[config.mk]
export PLATFORM = sky130hd
export DESIGN_NAME = rv_io_initiator
export DESIGN_NICKNAME = d
export VERILOG_FILES = /design/src/rtl/rv_io_initiator.sv
export SDC_FILE = /design/constraint.sdc
export NUM_CORES = 1
export LEC_CHECK = 0
export ABC_AREA = 1
export BUFFER_PORTS_ARGS = -buffer_cell sky130_fd_sc_hd__buf_2
export CORE_MARGIN = 1.5
export CORE_UTILIZATION = 46
export DETAILED_ROUTE_END_ITERATION = 10
export PLACE_DENSITY = 0.77
export REMOVE_ABC_BUFFERS = 1
export SETUP_SLACK_MARGIN = 0.05
export SYNTH_ARGS = -nofsm -noshare
export SYNTH_HDL_FRONTEND = slang
export SYNTH_SLANG_ARGS = --single-unit
[constraint.sdc]
create_clock -name clk -period 2.35 [get_ports clk]
set_input_delay 0.235 -clock clk [delete_from_list [all_inputs] [get_ports clk]]
set_output_delay 0.235 -clock clk [all_outputs]
set_load 0.1 [all_outputs]
[src/rtl/rv_io_initiator.sv]
// CPU-side initiator for the split-transaction IO bus: one load/store at a time,
// address phase, optional read-data phase, completion pulse, per-phase timeout.
module rv_io_initiator #(
  parameter int unsigned RV      = 64,
  parameter int unsigned AW      = 12,
  parameter int unsigned TIMEOUT = 1024,
  parameter int unsigned TW      = 16
) (
  input  logic            clk,
  input  logic            reset,
  input  logic            cpu_req,
  output logic            cpu_ack,
  input  logic [AW-1:0]   cpu_addr,
  input  logic            cpu_read,
  input  logic [RV-1:0]   cpu_wdata,
  input  logic [RV/8-1:0] cpu_mask,
  output logic            cpu_done,
  output logic            cpu_err,
  output logic [RV-1:0]   cpu_rdata,
  output logic            addr_req,
  input  logic            addr_ack,
  output logic [AW-1:0]   addr,
  output logic            read,
  output logic [RV-1:0]   wdata,
  output logic [RV/8-1:0] wmask,
  input  logic            data_req,
  output logic            data_ack,
  input  logic [RV-1:0]   rdata
);

  localparam int unsigned MW    = RV / 8;
  localparam bit          TO_EN = (TIMEOUT != 0);

  typedef enum logic [1:0] {IDLE, ADDR, DATA, RESP} state_e;

  state_e          state_q, state_d;
  logic [TW-1:0]   cnt_q, cnt_d;
  logic [AW-1:0]   addr_q, addr_d;
  logic            read_q, read_d;
  logic [RV-1:0]   wdata_q, wdata_d;
  logic [MW-1:0]   wmask_q, wmask_d;
  logic [RV-1:0]   rdata_q, rdata_d;
  logic            err_q, err_d;
  logic            expire;

  assign expire = TO_EN && (cnt_q == TW'(TIMEOUT - 1));

  // State and datapath registers
  always_ff @(posedge clk) begin
    if (reset) begin
      state_q <= IDLE;
      cnt_q   <= '0;
      addr_q  <= '0;
      read_q  <= 1'b0;
      wdata_q <= '0;
      wmask_q <= '0;
      rdata_q <= '0;
      err_q   <= 1'b0;
    end else begin
      state_q <= state_d;
      cnt_q   <= cnt_d;
      addr_q  <= addr_d;
      read_q  <= read_d;
      wdata_q <= wdata_d;
      wmask_q <= wmask_d;
      rdata_q <= rdata_d;
      err_q   <= err_d;
    end
  end

  // Next-state and handshake logic; progress takes priority over expiry
  always_comb begin
    state_d = state_q;
    cnt_d   = cnt_q;
    addr_d  = addr_q;
    read_d  = read_q;
    wdata_d = wdata_q;
    wmask_d = wmask_q;
    rdata_d = rdata_q;
    err_d   = err_q;
    cpu_ack = 1'b0;
    unique case (state_q)
      IDLE: begin
        cpu_ack = cpu_req;
        if (cpu_req) begin
          addr_d  = cpu_addr;
          read_d  = cpu_read;
          wdata_d = cpu_wdata;
          wmask_d = cpu_mask;
          cnt_d   = '0;
          state_d = ADDR;
        end
      end
      ADDR: begin
        if (addr_ack) begin
          cnt_d   = '0;
          state_d = read_q ? DATA : RESP;
          if (!read_q) err_d = 1'b0;
        end else if (expire) begin
          err_d   = 1'b1;
          rdata_d = '1;
          state_d = RESP;
        end else begin
          cnt_d = cnt_q + TW'(1);
        end
      end
      DATA: begin
        if (data_req) begin
          rdata_d = rdata;
          err_d   = 1'b0;
          state_d = RESP;
        end else if (expire) begin
          err_d   = 1'b1;
          rdata_d = '1;
          state_d = RESP;
        end else begin
          cnt_d = cnt_q + TW'(1);
        end
      end
      RESP: state_d = IDLE;
      default: state_d = IDLE;
    endcase
  end

  // Read data is consumed in every state; outside DATA it is stale and dropped
  assign data_ack  = data_req;
  assign addr_req  = (state_q == ADDR);
  assign cpu_done  = (state_q == RESP);
  assign cpu_err   = err_q;
  assign cpu_rdata = rdata_q;
  assign addr      = addr_q;
  assign read      = read_q;
  assign wdata     = wdata_q;
  assign wmask     = wmask_q;

endmodule

==> metrics.cfg <==
[outcome]
outcome = finished, final reports clean

[timing]
layout_setup_ws_ns = 0.271
grt_setup_unrepaired = no
drv_slew = 0
max-slew-margin-rel_pct = 64.5
finalClockSkew_ns = 0.00954
max_clock_freq_ghz = 0.481
setup-tns-final_ns = 0
layout_min_cycle_time_ns = 2.08
report.final.hold_viol_count = 0
worst_pin_slew_ns = 0.536
timing.final.crit_share_pct = 88.5
setup_viol_count_final = 0

[routing]
drtPass1Iterations = 4
initial_drc_count = 322
avgViaCountPerCell = 4.82
route.detailed.wl_per_inst_um = 13.7
via_count = 6298
finalWirelength_um = 17800
drc = 0
antenna_left = 0

[die]
die_h_um = 119
io_pins = 308
rows = 42
core_um2 = 13200
die-area_um2 = 14300
fp.dieW_um = 119
start_util_pct = 47.1

[logic_synthesis]
synth_enable_flop_cells = 0
postSynthRegisterBits = 168
synthDistinctLibCells = 24
number_of_standard_cells_after_synthesis = 826
seq_area_frac_synth_pct = 53.9
synthFlopType = dfxtp_1
synthAdderAreaFrac_pct = 1.20
synth_compound_area_share_pct = 14.0
synth_top_family_by_area = simple AND/OR/NAND/NOR gates
synth_area_per_cell_um2 = 7.55
synth_mux_area_share_pct = 0
async_flop_share_pct = 0
simple_gate_share_of_the_synthesized_area_pct = 24.9
synthXorXnorAreaFrac_pct = 0.421
post_synth_instance_area_um2 = 6240
synth_warnings = 0

[pwr]
overall_power_consumption_uw = 8230
netSwitchingFraction_pct = 37.6
internal-power_uw = 5140
sequentialPowerShare_pct = 37.9
share_clk_of_total_power_pct = 34.7
vdd_drop_max_mv = 0.467
combPwrFrac_pct = 27.3
p_leak_uw = 0.00419
net_load_switching_power_uw = 3090
power_density_nw_per_um2 = 962

[finish]
post_route_cells_drive_above_1_share_pct = 31.9
utilization_pct = 64.6
nets = 1272
layout.cells.most_common = nor2_1
finalInstanceArea_um2 = 8550
num-fill-cells = 1215
syn_to_final_growth_pct = 37.2
most_frequent_cells_in_the_layout = nor2_1, buf_2, dfxtp_1

[worst_hold_path]
worstHoldPathType = in2reg
start_point_of_the_worst_hold_path = reset
hold-path-endpoint = state_q[1]$_SDFFE_PP0P_
holdPathStages = 2

[clock_network]
post_cts.repair.setup_buffers = 0
cts-buffers-inserted = 17
clock_latency_of_the_later_clocked_register_in_the_worst_skew_pair_ns = 0.42
ctsHoldBuffers = 0
cts.reportedPaths.clkPinSlew_ns = 0.07
post_cts.resized_instances = 0
clk_sink_count = 168
clk_root_buffer_cell = clkbuf_16
cts_tree = yes
htree_num_levels = 4
max-clock-path-buffers = 2

[global_route]
globalRouteTotalUtil_pct = 25.3
grt_first_pass_wirelength_um = 28600
grt_antenna_before_repair = 6
grt_max_degree = 87
grt_pass1_vias = 5843
overflow = 0

[critical_path]
r2r_end = cnt_q[5]$_SDFFE_PP0P_
worstSetupEndpointType = output pin
setup.worst_path.start_class = flip-flop
cp_max_fo = 20
setup.worst_path.class = reg2out
worst-endpoint-arrival_ns = 1.84
timing.critical_path.required_ns = 2.12
reg2reg_setup_slack_ns = 0.39
rr_startpoint = state_q[1]$_SDFFE_PP0P_
worst_r2r_path_depth = 10

[placement]
final_weighted_congestion_in_routability_driven_placement = 0.915
hpwl_reported_at_the_end_of_detailed_placement_um = 12600
dpl_worst_slack_ns = 0.454
place_area_um2 = 7920
io_buffer_count = 307

[run]
max-cap-violations = 0

==> flip-flops by register name, summed over array words and instances, names as in the netlist <==
register	count
addr	12
cnt_q	16
cpu_err	1
cpu_rdata	64
read	1
state_q	2
wdata	64
wmask	8
==> metal layers <==
layer	GRT usage, %	share of wire, %	vias to the layer above
met5	0	0	-
met2	40.2	46	253
li1	-	-	3205
met1	30.0	42	2800
met4	13.3	3.6	0
met3	9.10	9.2	40
==> power by group through the flow <==
stage	clock network [uW]	logic (uW)	registers, uW
4_1_cts	2900	2250	3120
3_5_place_dp	0	2250	3190
3_3_place_gp	0	2240	3180
5_1_grt	3050	2370	3140
2_1_floorplan	0	491	4460
6_report	2860	2250	3120
==> cell families (layout without fill, tap and decap cells) <==
kind of cell	Yosys count	count (layout)
xor+xnor	3	3
compound gates	169	169
simple gates	402	402
other cells	0	6
flops	168	168
buf+inv	78	377
fa+ha+maj	6	6
==> worst max-delay path: stages (launching register included) <==
cell,delay (ns)
dfxtp_1,0.33
inv_1,0.15
ha_1,0.24
nand2_2,0.10
inv_2,0.35
buf_12,0.24
==> synthesized netlist by cell type, drive strengths merged, types with 6 or more instances <==
library cell / n / area share, %
nand3: 14 / 1.1
buf: 12 / 1.5
clkbuf: 37 / 2.2
ha: 6 / 1.2
inv: 29 / 1.7
nand4: 8 / 0.80
dfxtp: 168 / 54
o21ai: 156 / 13
a21oi: 8 / 0.82
nor2: 330 / 20
nand2: 49 / 3.0
==> layout make-up <==
type	instances	area (um2)	share of cell area [%]
Inverter	29	110	1.29
Sequential cell	168	3360	39.3
Tap cell	176	220	2.57
Clock inverter	11	135	1.58
Timing Repair Buffer	316	1690	19.8
Clock buffer	21	480	5.62
Antenna cell	6	15.0	0.176
Multi-Input combinational cell	580	2540	29.6
==> per-stage QoR <==
step,instances,hold slack (ns)
floorplan,777,0.304
global placement,1269,0.443
detailed placement,1269,0.452
CTS,1301,0.00549
global route,1307,0.0202
finish,1307,0.0270
==> how the worst max path moves through the flow <==
stage	slack [ns]	to	startpoint	depth (start not counted)
floorplan	-1.45	addr[0]$_SDFFE_PP0P_	state_q[0]$_SDFFE_PP0P_	6
global placement	0.52	cnt_q[5]$_SDFFE_PP0P_	state_q[1]$_SDFFE_PP0P_	10
detailed placement	0.45	cnt_q[6]$_SDFFE_PP0P_	state_q[0]$_SDFFE_PP0P_	11
CTS	0.24	cpu_ack	state_q[0]$_SDFFE_PP0P_	5
global route	0.16	cpu_ack	state_q[0]$_SDFFE_PP0P_	5
finish	0.27	cpu_ack	state_q[0]$_SDFFE_PP0P_	5
(Power assumes the default switching activity.)
